===== config.mk =====
export PLATFORM = sky130hd
export DESIGN_NAME = seg7_readback_decoder
export DESIGN_NICKNAME = d
export VERILOG_FILES = /design/src/rtl/seg7_readback_decoder.sv
export SDC_FILE = /design/constraint.sdc
export NUM_CORES = 1
export LEC_CHECK = 0
export ABC_AREA = 1
export ABC_CLOCK_PERIOD_IN_PS = 2700
export CORE_MARGIN = 2
export CORE_UTILIZATION = 45
export CTS_CLUSTER_DIAMETER = 120
export DETAILED_ROUTE_END_ITERATION = 7
export PLACE_DENSITY = 0.69
export SKIP_LAST_GASP = 1
export SYNTH_ARGS = -nofsm -noshare
export SYNTH_HDL_FRONTEND = slang
export SYNTH_SLANG_ARGS = --single-unit

===== constraint.sdc =====
create_clock -name clk -period 2.7 [get_ports clk]
set_clock_uncertainty 0.2 [all_clocks]
set_input_delay 0.54 -clock clk [delete_from_list [all_inputs] [get_ports clk]]
set_output_delay 0.54 -clock clk [all_outputs]
set_load 0.02 [all_outputs]

===== src/rtl/seg7_readback_decoder.sv =====
// Recovers the hex value shown on a multiplexed, active-low seven-segment
// display by sampling its segment and anode lines.
module seg7_readback_decoder #(
    parameter int NUM_DIGITS    = 4,
    parameter int STABLE_CYCLES = 4
) (
    input  logic                    clk,
    input  logic                    rst,
    input  logic [6:0]              seg_in,
    input  logic [NUM_DIGITS-1:0]   an_in,
    input  logic                    clear_err,
    output logic [4*NUM_DIGITS-1:0] value_out,
    output logic [NUM_DIGITS-1:0]   digit_valid,
    output logic                    frame_valid,
    output logic [NUM_DIGITS-1:0]   pattern_err
);

    localparam int CW = $clog2(STABLE_CYCLES + 1);
    localparam logic [CW-1:0] CNT_MAX = CW'(STABLE_CYCLES);
    localparam logic [NUM_DIGITS-1:0] ALL_DIGITS = '1;

    logic [6:0]              seg_h;
    logic [6:0]              prev_seg;
    logic [NUM_DIGITS-1:0]   an_h;
    logic [NUM_DIGITS-1:0]   prev_an;
    logic [CW-1:0]           cnt;
    logic                    done;
    logic [NUM_DIGITS-1:0]   mask;

    logic                    qualified;
    logic                    same;
    logic                    capture;
    logic                    legal;
    logic [3:0]              nib;
    logic [NUM_DIGITS-1:0]   cap_mask;
    logic [CW-1:0]           cnt_n;
    logic                    done_n;
    logic [NUM_DIGITS-1:0]   mask_n;
    logic [4*NUM_DIGITS-1:0] value_n;
    logic [NUM_DIGITS-1:0]   valid_n;
    logic [NUM_DIGITS-1:0]   err_n;

    function automatic logic [4:0] decode(input logic [6:0] s);
        case (s)
            7'h7E:   decode = {1'b1, 4'h0};
            7'h30:   decode = {1'b1, 4'h1};
            7'h6D:   decode = {1'b1, 4'h2};
            7'h79:   decode = {1'b1, 4'h3};
            7'h33:   decode = {1'b1, 4'h4};
            7'h5B:   decode = {1'b1, 4'h5};
            7'h5F:   decode = {1'b1, 4'h6};
            7'h70:   decode = {1'b1, 4'h7};
            7'h7F:   decode = {1'b1, 4'h8};
            7'h7B:   decode = {1'b1, 4'h9};
            7'h77:   decode = {1'b1, 4'hA};
            7'h1F:   decode = {1'b1, 4'hB};
            7'h4E:   decode = {1'b1, 4'hC};
            7'h3D:   decode = {1'b1, 4'hD};
            7'h4F:   decode = {1'b1, 4'hE};
            7'h47:   decode = {1'b1, 4'hF};
            default: decode = 5'h00;
        endcase
    endfunction

    // prev_* always holds the last sample the counter accounted for,
    // so it is the glyph to capture once the dwell is stable.
    always_comb begin
        qualified = (an_h != '0) &&
                    ((an_h & (an_h - NUM_DIGITS'(1))) == '0);
        same      = (an_h == prev_an) && (seg_h == prev_seg);
        capture   = (cnt == CNT_MAX) && !done;
        {legal, nib} = decode(prev_seg);
        cap_mask  = capture ? prev_an : '0;

        cnt_n  = '0;
        done_n = 1'b0;
        if (qualified && !same) begin
            cnt_n = CW'(1);
        end else if (qualified) begin
            cnt_n  = (cnt == CNT_MAX) ? cnt : cnt + CW'(1);
            done_n = done | capture;
        end

        value_n = value_out;
        valid_n = digit_valid;
        for (int i = 0; i < NUM_DIGITS; i++) begin
            if (cap_mask[i]) begin
                valid_n[i] = legal;
                if (legal) value_n[4*i +: 4] = nib;
            end
        end

        err_n  = (clear_err ? '0 : pattern_err) | (legal ? '0 : cap_mask);
        mask_n = ((mask == ALL_DIGITS) ? '0 : mask) | cap_mask;
    end

    always_ff @(posedge clk) begin
        if (rst) begin
            seg_h       <= '0;
            an_h        <= '0;
            prev_seg    <= '0;
            prev_an     <= '0;
            cnt         <= '0;
            done        <= 1'b0;
            mask        <= '0;
            value_out   <= '0;
            digit_valid <= '0;
            frame_valid <= 1'b0;
            pattern_err <= '0;
        end else begin
            seg_h       <= ~seg_in;
            an_h        <= ~an_in;
            prev_seg    <= seg_h;
            prev_an     <= an_h;
            cnt         <= cnt_n;
            done        <= done_n;
            mask        <= mask_n;
            value_out   <= value_n;
            digit_valid <= valid_n;
            frame_valid <= (mask == ALL_DIGITS);
            pattern_err <= err_n;
        end
    end

endmodule


==> results.json, run 1 <==
{
  "antennaDiodeCount": 0,
  "synth-compound-area-share_pct": 7.20,
  "clk_pin_slew_ps": 90,
  "fin_crit_sh_pct": 80.6,
  "avgRoutedWirePerCell_um": 10.5,
  "path_max_fanout": 11,
  "cts_max_path_buffers": 2,
  "dieArea_um2": 5890,
  "synth_top_family_by_area": "simple AND/OR/NAND/NOR gates",
  "cts.sinks": 55,
  "vias": 2008,
  "rr_startpoint": "prev_seg[3]",
  "antenna_found_initial": 0,
  "dpl_cell_area_um2": 2780,
  "relSlewSlack_pct": 63.6,
  "worst-endpoint-arrival_ps": 2180,
  "ctsResizeCount": 0,
  "syn-cell-area_um2": 2380,
  "fmax_mhz": 459,
  "ir_drop_uv": 281,
  "final_max_slew_viol_count": 0,
  "tns_ps": 0,
  "power_density_nw_per_um2": 474,
  "clk_latency_ps": 310,
  "hold_path.class": "register to register",
  "cts_hold_buf": 0,
  "finalCriticalPeriod_ps": 2180,
  "wl_um": 4610,
  "final_hold_viol_count": 0,
  "cts_tree": "yes",
  "p_comb_share_pct": 6.0,
  "crit_path_cell_trace": "inv_1, nor2_1, nand2_1, nor2_1, nor2_1, nand2_1, nor2_1, nand2_1, nand2_1, nand2_1, a21oi_1",
  "grt_max_degree": 25,
  "synth-simple-area-share_pct": 32.0,
  "ff2ff_path_depth": 11,
  "min_to": "prev_seg[4]",
  "postCtsSetupBuffers": 0,
  "die_x_um": 76.8,
  "drive_gt1_share_pct": 4.89,
  "rows": 26,
  "coreArea_um2": 5110,
  "start_util_pct": 46.6,
  "syn_area_per_cell_um2": 7.22,
  "portBuffers": 38,
  "synth-adder-area-share_pct": 1.05,
  "grt_remaining_overflow": 0,
  "ant_nets": 0,
  "gp_congestion": 0.883,
  "groute.usage.overall_pct": 16.9,
  "hp-start": "seg_h[4]",
  "h-tree-depth": 2,
  "leakage_nw": 1.24,
  "cp_num_buf_inv": 1,
  "grt_pass1_wl_um": 8020,
  "synth_warnings": 0,
  "worstSetupPathType": "register to register",
  "drc": 0,
  "max_cap_violations": 0,
  "p_sw_uw": 315,
  "grt_pass1_vias": 1842,
  "setup_viol": 0,
  "power.share.clock_pct": 31.6,
  "endpoint_kind": "register",
  "synth_cell_types": 27,
  "synth_xor_area_share_pct": 2.21,
  "ys_seq_area_share_pct": 46.2,
  "cpMaxStageDelayCell": "dfxtp_1",
  "die_h_um": 76.8,
  "pwr-share-seq_pct": 62.4,
  "required_ps": 2700,
  "switching_share_pct": 23.3,
  "synthCells": 330,
  "crit_top_cell": "nand2_1",
  "cts_buffers": 5,
  "rsz0062_at_grt": "false",
  "reg2reg_to": "value_out[13]",
  "synth-edff-count": 0,
  "ios": 39,
  "dp_hpwl_um": 3490,
  "syn-num-nets": 346,
  "holdPathStages": 2,
  "drtPass1Iterations": 4,
  "async_flop_share_pct": 0,
  "worstMarginPinSlew_ps": 545,
  "synth-seq-cells": 55,
  "synth.area.mux_share_pct": 0,
  "path_delay_family": "simple AND/OR/NAND/NOR gates",
  "p_int_mw": 1.04,
  "finalInstanceArea_um2": 2860,
  "start_kind": "register",
  "rrSetupSlack_ps": 520,
  "area_growth_pct": 19.9,
  "crit_start": "prev_seg[3]",
  "ctsRootBufferMaster": "clkbuf_8",
  "nets": 385,
  "synth_ff_type": "dfxtp_1",
  "status": "completed",
  "dr.first_iter.drc_count": 87,
  "crit_path_max_incr_delay_ps": 410,
  "via_per_inst": 4.58
}
[cell families after synthesis]
| logic type | Yosys count |
|---|---|
| xor gates and xnor gates | 6 |
| AOI/OAI and AO/OA | 31 |
| DFF | 55 |
| adders and majority gates | 2 |
| and+or+nand+nor | 180 |
| buffers and inverters | 56 |
[through the flow]
stage / setup slack, ps / power (mW) / cells / hold slack, ps / utilization (%)
4_1_cts: 518 / 1.37 / 438 / 242 / 55.9
6_report: 523 / 1.35 / 438 / 239 / 55.9
3_5_place_dp: 523 / 0.946 / 432 / 227 / 54.4
5_1_grt: 234 / 1.42 / 438 / 258 / 55.9
2_1_floorplan: 949 / 0.918 / 330 / 215 / -
3_3_place_gp: 632 / 0.943 / 432 / 222 / 54.4
[Yosys cell counts, types with 2 or more instances]
master	n	area share [%]
nand2_1	77	12
nor2_1	74	12
dfxtp_1	55	46
inv_1	44	6.9
a21oi_1	21	4.4
nand3_1	9	1.9
nand4_1	8	2.1
xor2_1	6	2.2
buf_6	4	1.9
o21a_1	4	1.3
o21ai_0	4	0.84
nand2_4	3	1.4
nor3_1	3	0.63
clkbuf_1	2	0.32
clkbuf_8	2	1.2
ha_1	2	1.1
inv_2	2	0.32
[registers in the layout, indices dropped and copies added (netlist names), 4 cells and up]
name,flops
value_out,16
prev_seg,7
seg_h,7
an_h,4
digit_valid,4
mask,4
pattern_err,4
prev_an,4
[worst min-delay path, cell delays in order (launching register included)]
cell and delay (ps):
dfxtp_1 330, inv_1 50, nor2_1 30
[cells in the final DEF, fill, tap and decap left out]
cell type        netlist  routed
nand3_1                9       9
o21ai_0                4       4
o2111ai_1              1       1
o21a_1                 4       4
dfxtp_1               55      55
nand2_2                1       1
o31ai_1                1       1
nand2_1               77      77
nand3_4                1       1
xor2_1                 6       6
inv_2                  2       2
nor4_1                 1       1
nand4_1                8       8
buf_4                  0       3
nand2b_1               1       1
clkinvlp_4             0       1
clkbuf_8               2       5
inv_1                 44      44
or2_2                  1       1
nand2_4                3       3
clkdlybuf4s50_1        0      38
ha_1                   2       2
nor3_1                 3       3
nor2_1                74      74
clkinv_1               1       1
a21oi_1               21      21
nand3_2                1       1
[layer usage]
metal | up-vias | global-route usage (%) | part of all wire [%]
li1 | 1080 | - | -
met1 | 863 | 21.2 | 48
met2 | 54 | 26.8 | 45
met3 | 11 | 4.82 | 5.4
met4 | 0 | 7.64 | 2.1
met5 | - | 0 | 0
[layout make-up]
type	instances	area [um^2]
Timing Repair Buffer	41	403
Fill cell	521	2250
Inverter	47	176
Multi-Input combinational cell	219	1010
Tap cell	70	87.6
Clock buffer	5	68.8
Sequential cell	55	1100
Clock inverter	1	7.51
[worst max path at each step]
stage / end / slack, ps / depth (start not counted)
5_1_grt: digit_valid[3] / 230 / 11
2_1_floorplan: digit_valid[0] / 950 / 11
3_3_place_gp: value_out[13] / 630 / 11
6_report: value_out[13] / 520 / 11
4_1_cts: digit_valid[3] / 520 / 11
3_5_place_dp: digit_valid[3] / 520 / 11
[power by group through the flow]
stage          Sequential, mW  Combinational (mW)  Clock, mW
6_report                0.845              0.0816      0.427
2_1_floorplan           0.856              0.0621          0
3_3_place_gp            0.863              0.0807          0
4_1_cts                 0.845              0.0827      0.439
5_1_grt                 0.848              0.0939      0.478
3_5_place_dp            0.864              0.0821          0
No activity file was read; power rests on OpenSTA's default activity.
==> run 2: changes to the inputs <==
--- a/config.mk
+++ b/config.mk
@@ -6,12 +6,12 @@
 export NUM_CORES = 1
 export LEC_CHECK = 0
 export ABC_AREA = 1
-export ABC_CLOCK_PERIOD_IN_PS = 2700
+export ABC_CLOCK_PERIOD_IN_PS = 2000
 export CORE_MARGIN = 2
 export CORE_UTILIZATION = 45
 export CTS_CLUSTER_DIAMETER = 120
 export DETAILED_ROUTE_END_ITERATION = 7
-export PLACE_DENSITY = 0.69
+export PLACE_DENSITY = 0.72
 export SKIP_LAST_GASP = 1
 export SYNTH_ARGS = -nofsm -noshare
 export SYNTH_HDL_FRONTEND = slang
==> constraint.sdc (replaced) <==
create_clock -name clk -period 2 [get_ports clk]
set_clock_uncertainty 0.2 [all_clocks]
set_input_delay 0.4 -clock clk [delete_from_list [all_inputs] [get_ports clk]]
set_output_delay 0.4 -clock clk [all_outputs]
set_load 0.02 [all_outputs]
==> run 2 against run 1 <==
Against the previous run: hold slack got worse by 15 ps; critical path depth fell by 10; wire length is 3.0% higher; register-to-register slack worse by 330 ps.
==> results.json, run 2 (synthesis gave the netlist of run 1 again) <==
{
  "rrSetupSlack_ps": 190,
  "grt_pass1_wl_um": 8380,
  "crit_path_cell_trace": "clkdlybuf4s50_1",
  "reg_top3": "value_out (16), prev_seg (7), seg_h (7)",
  "drc": 0,
  "crit_start": "value_out[6]",
  "antenna_found_initial": 0,
  "avgRoutedWirePerCell_um": 10.7,
  "cp_num_buf_inv": 1,
  "cp.depth": 1,
  "cts_hold_buf": 0,
  "grt_remaining_overflow": 0,
  "path_max_fanout": 2,
  "final_max_slew_viol_count": 0,
  "ant_nets": 0,
  "p_sw_uw": 462,
  "cts_buffers": 5,
  "hold_slack_ps": 224,
  "p_int_mw": 1.68,
  "via_per_inst": 4.66,
  "nets": 389,
  "dieArea_um2": 5890,
  "rr_startpoint": "prev_seg[0]",
  "required_ps": 1400,
  "ios": 39,
  "rows": 26,
  "relSlewSlack_pct": 79.0,
  "pwr-share-seq_pct": 53.2,
  "nFillCells": 493,
  "crit_path_max_incr_delay_ps": 620,
  "drtPass1Iterations": 4,
  "holdPathStages": 2,
  "clk_pin_slew_ps": 110,
  "dr.first_iter.drc_count": 87,
  "switching_share_pct": 21.6,
  "cpMaxStageDelayCell": "clkdlybuf4s50_1",
  "start_kind": "register",
  "grt_pass1_vias": 1929,
  "max_cap_violations": 0,
  "fin_crit_sh_pct": 95.3,
  "final_hold_viol_count": 0,
  "area_growth_pct": 24.3,
  "cp-endpoint": "value_out[6]",
  "fmax_mhz": 525,
  "ff2ff_path_depth": 10,
  "worst-endpoint-arrival_ps": 1310,
  "reg2reg_to": "value_out[4]",
  "cts_max_path_buffers": 2,
  "die_h_um": 76.8,
  "path_delay_family": "buffers and inverters",
  "p_comb_share_pct": 5.4,
  "ctsRootBufferMaster": "clkbuf_8",
  "worstSetupPathType": "register to output pin",
  "postCtsSetupBuffers": 0,
  "largest_reg_flops": 16,
  "ir_drop_uv": 632,
  "cts.sinks": 55,
  "endpoint_kind": "output pin",
  "largest_register": "value_out",
  "wl_um": 4750,
  "cts_tree": "yes",
  "rsz0062_at_grt": "false",
  "status": "completed",
  "mostFrequentLayoutCells": "nand2_1 (77), nor2_1 (72), dfxtp_1 (50), inv_1 (44), clkdlybuf4s50_1 (38)",
  "dp_hpwl_um": 3560,
  "antennaDiodeCount": 0,
  "worstMarginPinSlew_ps": 312,
  "clk_latency_ps": 310,
  "power_density_nw_per_um2": 723,
  "drive_gt1_share_pct": 8.29,
  "groute.usage.overall_pct": 17.3,
  "h-tree-depth": 2,
  "portBuffers": 38,
  "tns_ps": 0,
  "final_common_cell": "nand2_1",
  "die_x_um": 76.8,
  "hold_path.class": "register to register",
  "vias": 2069,
  "setup_viol": 0,
  "start_util_pct": 46.6,
  "coreArea_um2": 5110,
  "finalCriticalPeriod_ps": 1910,
  "power.share.clock_pct": 41.4,
  "leakage_nw": 1.30,
  "grt_max_degree": 23,
  "gp_congestion": 0.855
}
[run 2: per-stage QoR]
step                cells  utilization, %  setup WS [ps]  power (mW)  instance area, um^2
floorplan             330               -            249        1.24                 2380
global placement      436            55.0            176        1.28                 2810
detailed placement    436            55.0            137        1.28                 2810
CTS                   444            57.8           83.7        2.17                 2950
global route          444            58.0           28.5        2.23                 2960
finish                444            58.0           94.6        2.14                 2960
[run 2: power groups by stage]
stage | Sequential, mW | Clock, mW | Combinational (mW)
after floorplan | 1.16 | 0 | 0.0838
after global placement | 1.16 | 0 | 0.113
after detailed placement | 1.16 | 0 | 0.115
after CTS | 1.14 | 0.912 | 0.116
after global routing | 1.14 | 0.958 | 0.130
final | 1.14 | 0.886 | 0.115
[run 2: layer usage]
layer | wire [um] | part of all wire [%] | up-vias | GRT usage, %
li1 | - | - | 1095 | -
met1 | 2190 | 46 | 917 | 21.4
met2 | 2310 | 49 | 52 | 29.9
met3 | 202 | 4.3 | 5 | 3.29
met4 | 45 | 0.95 | 0 | 6.18
met5 | 0 | 0 | - | 0
[run 2: how the worst min path moves through the flow]
stage / startpoint / slack, ps / end
6_report: seg_h[6] / 220 / prev_seg[6]
5_1_grt: seg_h[0] / 250 / prev_seg[0]
4_1_cts: seg_h[6] / 230 / prev_seg[6]
3_5_place_dp: seg_h[0] / 220 / prev_seg[0]
3_3_place_gp: seg_h[0] / 220 / prev_seg[0]
2_1_floorplan: seg_h[0] / 210 / prev_seg[0]
[run 2: final cells by class]
| cell class | count | area [um^2] | area share, % |
|---|---|---|---|
| Clock inverter | 3 | 71.3 | 2.41 |
| Sequential cell | 55 | 1110 | 37.4 |
| Clock buffer | 5 | 68.8 | 2.32 |
| Timing Repair Buffer | 45 | 433 | 14.6 |
| Multi-Input combinational cell | 219 | 1020 | 34.3 |
| Tap cell | 70 | 87.6 | 2.96 |
| Inverter | 47 | 176 | 5.96 |
[run 2: what timing repair did]
item | in CTS | in global routing
endpoints found under the hold margin | 0 | 0
endpoints found under the setup margin | 0 | 22
gates resized for setup | 0 | 7
==> RTL change 1: new RTL, config.mk and constraints of run 1 <==
Make the reset (`rst`) asynchronous in one clocked block.
--- a/src/rtl/seg7_readback_decoder.sv
+++ b/src/rtl/seg7_readback_decoder.sv
@@ -94,7 +94,7 @@
         mask_n = ((mask == ALL_DIGITS) ? '0 : mask) | cap_mask;
     end
 
-    always_ff @(posedge clk) begin
+    always_ff @(posedge clk or posedge rst) begin
         if (rst) begin
             seg_h       <= '0;
             an_h        <= '0;
Behaviour: differs if rst is asserted again (counterexample within 10 cycles, from zero or initial values and one cycle with rst high); with rst held inactive, the same outputs for 10 cycles.
==> RTL change 1 against run 1 <==
- synthesized area down 1.6%
- cell area rose by 2.4%
- total power is 7.1% higher
- wire length fell by 8.7%
- clock power up 15%
- die area is 1.5% lower
- utilization increased by 1.7 points
- sequential cell count unchanged
- final cell count fell by 13%
- setup slack better by 0.13 ns
- hold slack got worse by 0.041 ns
==> RTL change 1: results <==
[yosys]
yosys-top-cells-area = dfrtp_1, nand2_1, inv_1
ys.flop_type = dfrtp_1
async_flop_share_pct = 100
yosysUniqueCellTypes = 25
synth.net_count = 280
seq_area_frac_synth_pct = 58.7
netlist_top_cells_count = nand2_1, dfrtp_1, inv_1, nor2_1, nand3_1
syn_area_per_cell_sq_um = 8.88

[cells_and_area]
num-fill-cells = 476
largestRegisters = value_out x16, prev_seg x7, seg_h x7
layout-drive-gt1-share_pct = 6.45
num-nets-final = 325

[drt]
via_count = 1734
dr.first_iter.drc_count = 79
viasPerCell = 4.56
routed_wl_um = 4210

[power]
peakVddDrop_v = 0.000277
leakagePower_nw = 1.51

[global_route]
track_usage_pct = 16.5
grt_max_degree = 56
grtUsageMet3_pct = 4.62
antenna_found_initial = 0
grt_pass1_wl_um = 7620
grt_pass1_vias = 1652
met2_usage_pct = 26.3
grtUsageMet1_pct = 22.1

[outcome]
status = completed

[clock_tree]
cts_made_buffers = 5
cts_setup_buffers = 0
h-tree-depth = 2
clk_pin_slew_worst_paths_ns = 0.10
clk_latency_ns = 0.31

[place]
portBuffers = 38
place_area_sq_mm = 0.00282
place_inst = 372
gp_congestion = 0.848
place_ws_ns = 0.779
place_hpwl_um = 3160

[setup_path]
worst-r2r-cell-count = 9
r2r_start = cnt[0]
r2r-end = value_out[9]
crit_end = value_out[5]
reg2reg_slack_ns = 0.77
critical-path-top-delay-family = buffers and inverters
max_stage_delay_ns = 0.62
crit_slowest_cell = clkdlybuf4s50_1
worstSetupStartpoint = value_out[5]
worstPathArrival_ns = 1.30
crit_fanout = 2

[sta]
finalWorstSetupSlack_ns = 0.657
worst_pin_slew_ns = 0.617
-- RTL change 1: cell count changes after synthesis, moves of 6 or more --
cell,before,now
nand4_1,8,1
a21oi_1,21,1
inv_1,44,33
dfxtp_1,55,0
nor2_1,74,23
dfrtp_1,0,55
xnor2_1,0,9
nand2_1,77,93
nand3_1,9,15
-- RTL change 1: how the worst min path moves through the flow --
stage             start          end  slack, ns  cells after the start
2_1_floorplan  seg_h[6]  prev_seg[6]       0.17                      0
3_3_place_gp   seg_h[6]  prev_seg[6]       0.18                      0
3_5_place_dp   seg_h[0]  prev_seg[0]       0.18                      0
4_1_cts        seg_h[6]  prev_seg[6]       0.21                      0
5_1_grt        seg_h[6]  prev_seg[6]       0.21                      0
6_report       seg_h[0]  prev_seg[0]       0.20                      0
-- RTL change 1: layer usage --
layer / vias to the layer above / share of wire [%] / wire length, um
met5: - / 0 / 0
met4: 0 / 1.3 / 53
met3: 6 / 4.5 / 188
met2: 39 / 46 / 1960
met1: 796 / 48 / 2010
li1: 893 / - / -
-- RTL change 1: cell type report --
type                    count  area, sq um  area share, %
well taps                  70         87.6           3.00
multi-input cells         172          821           28.1
clock inverters             1         7.51          0.257
repair buffers             39          400           13.7
clock buffers               7         96.3           3.29
inverters                  36          135           4.62
flip-flops and latches     55         1380           47.1
-- RTL change 1: power by group --
group / switching [mW] / total, mW / leakage (nW) / internal [mW]
clock: 0.258 / 0.492 / 0.0505 / 0.234
combinational: 0.0533 / 0.0988 / 0.746 / 0.0455
sequential: 0.0186 / 0.860 / 0.716 / 0.841
-- RTL change 1: kinds of logic after synthesis --
kind of cell	after synthesis	share of synthesized area, %
simple gates	146	26.6
flops	55	58.7
buf+inv	37	6.25
compound gates	12	2.88
xor+xnor	12	4.49
fa+ha+maj	2	1.07
==> RTL change 2: new RTL, config.mk and constraints of run 1 <==
Made on the original files. `NUM_DIGITS`: 4 -> 6.
--- a/src/rtl/seg7_readback_decoder.sv
+++ b/src/rtl/seg7_readback_decoder.sv
@@ -1,7 +1,7 @@
 // Recovers the hex value shown on a multiplexed, active-low seven-segment
 // display by sampling its segment and anode lines.
 module seg7_readback_decoder #(
-    parameter int NUM_DIGITS    = 4,
+    parameter int NUM_DIGITS    = 6,
     parameter int STABLE_CYCLES = 4
 ) (
     input  logic                    clk,
Ports: changed (resized an_in, digit_valid, pattern_err and value_out); port bits go from 39 to 53. The function was not compared with the original's and may differ.
==> RTL change 2 against run 1 <==
- critical path depth is 1 lower
- hold slack got worse by 0.0040 ns
- cell area grew 34%
- wire length up 40%
- combinational power up 34%
- sequential cell count is 18 higher
- die area grew 26%
- first-iteration DRC count grew 94%
- final cell count increased by 29%
- synthesized area up 28%
- maximum frequency rose by 3.7%
- total power is 52% higher
- setup slack better by 0.077 ns
- critical path type unchanged
- critical endpoint is now value_out[11]
- largest cell class unchanged
- highest routed layer unchanged
==> RTL change 2: results <==
[outcome]
status = completed

[yosys]
synth.net_count = 446
yosys-top-cells-area = dfxtp_1, nand2_1, nor2_1
seq_area_frac_synth_pct = 48.1
synth_fa_ha_area_share_pct = 0.823
yosysUniqueCellTypes = 24
synth_compound_area_share_pct = 8.15

[global_route]
grt_max_degree = 40
grt_pass1_vias = 2648
track_usage_pct = 19.3
grt_pass1_wl_um = 11300

[drt]
dr.first_iter.drc_count = 169
wl_per_cell_um = 11.4
via_count = 2706

[clock_tree]
cts_setup_buffers = 0
clk_pin_slew_worst_paths_ns = 0.07
cts_made_buffers = 9
clk_path_buf_depth = 2
clk_latency_ns = 0.34

[cells_and_area]
largestRegisters = value_out x24, prev_seg x7, seg_h x7
layout-drive-gt1-share_pct = 6.16
num-nets-final = 501

[power]
peakVddDrop_v = 0.000427
comb_power_share_pct = 5.3
leakagePower_nw = 1.64
pg_seq_mw = 1.11
p_switching_uw = 448

[place]
portBuffers = 52
gp_congestion = 0.793
place_area_sq_mm = 0.00363
place_ws_ns = 0.617

[setup_path]
worstPathArrival_ns = 2.11

[sta]
worst_pin_slew_ns = 0.683
RTL change 2: area by class of cell:
type	instances	area, sq um
inverter	51	191
clock buffer	12	155
fill	613	2640
timing repair buffer	56	563
clock inverter	3	40.0
multi-input combinational	292	1320
tap	77	96.3
sequential	73	1460
RTL change 2: final timing paths:
| kind | from | end | slack (ns) | cells after the start |
|---|---|---|---|---|
| worst max-delay path | prev_seg[5] | value_out[11] | 0.60 | 10 |
| worst min-delay path | seg_h[4] | prev_seg[4] | 0.24 | 2 |
| worst max register to register | prev_seg[5] | value_out[11] | 0.60 | 10 |
| worst min register to register | seg_h[4] | prev_seg[4] | 0.24 | 2 |
RTL change 2: metrics by stage:
stage	total power, mW	std cells	hold WS, ns
after floorplan	1.20	428	0.215
after global placement	1.24	549	0.221
after detailed placement	1.25	549	0.226
after CTS	2.09	564	0.238
after global routing	2.15	564	0.245
final	2.06	564	0.235
RTL change 2: cell families (layout without fill, tap and decap cells):
logic type	count (synthesis)	after routing
flip-flops	73	73
XOR/XNOR	7	7
buffers and inverters	63	122
AND/OR/NAND/NOR	237	237
AO/OA/AOI/OAI	46	46
adder cells (fa/ha/maj)	2	2
RTL change 2: layer usage:
| layer | vias up | wire length, um | track usage, % |
|---|---|---|---|
| met5 | - | 0 | 0 |
| met4 | 0 | 78 | 5.40 |
| met3 | 7 | 303 | 6.67 |
| met2 | 59 | 3230 | 34.5 |
| met1 | 1205 | 2830 | 21.8 |
| li1 | 1435 | - | - |
RTL change 2: tightest hold or removal path: stages (launching register included):
cell and delay [ns]:
dfxtp_1 0.32, inv_1 0.05, nor2_1 0.03
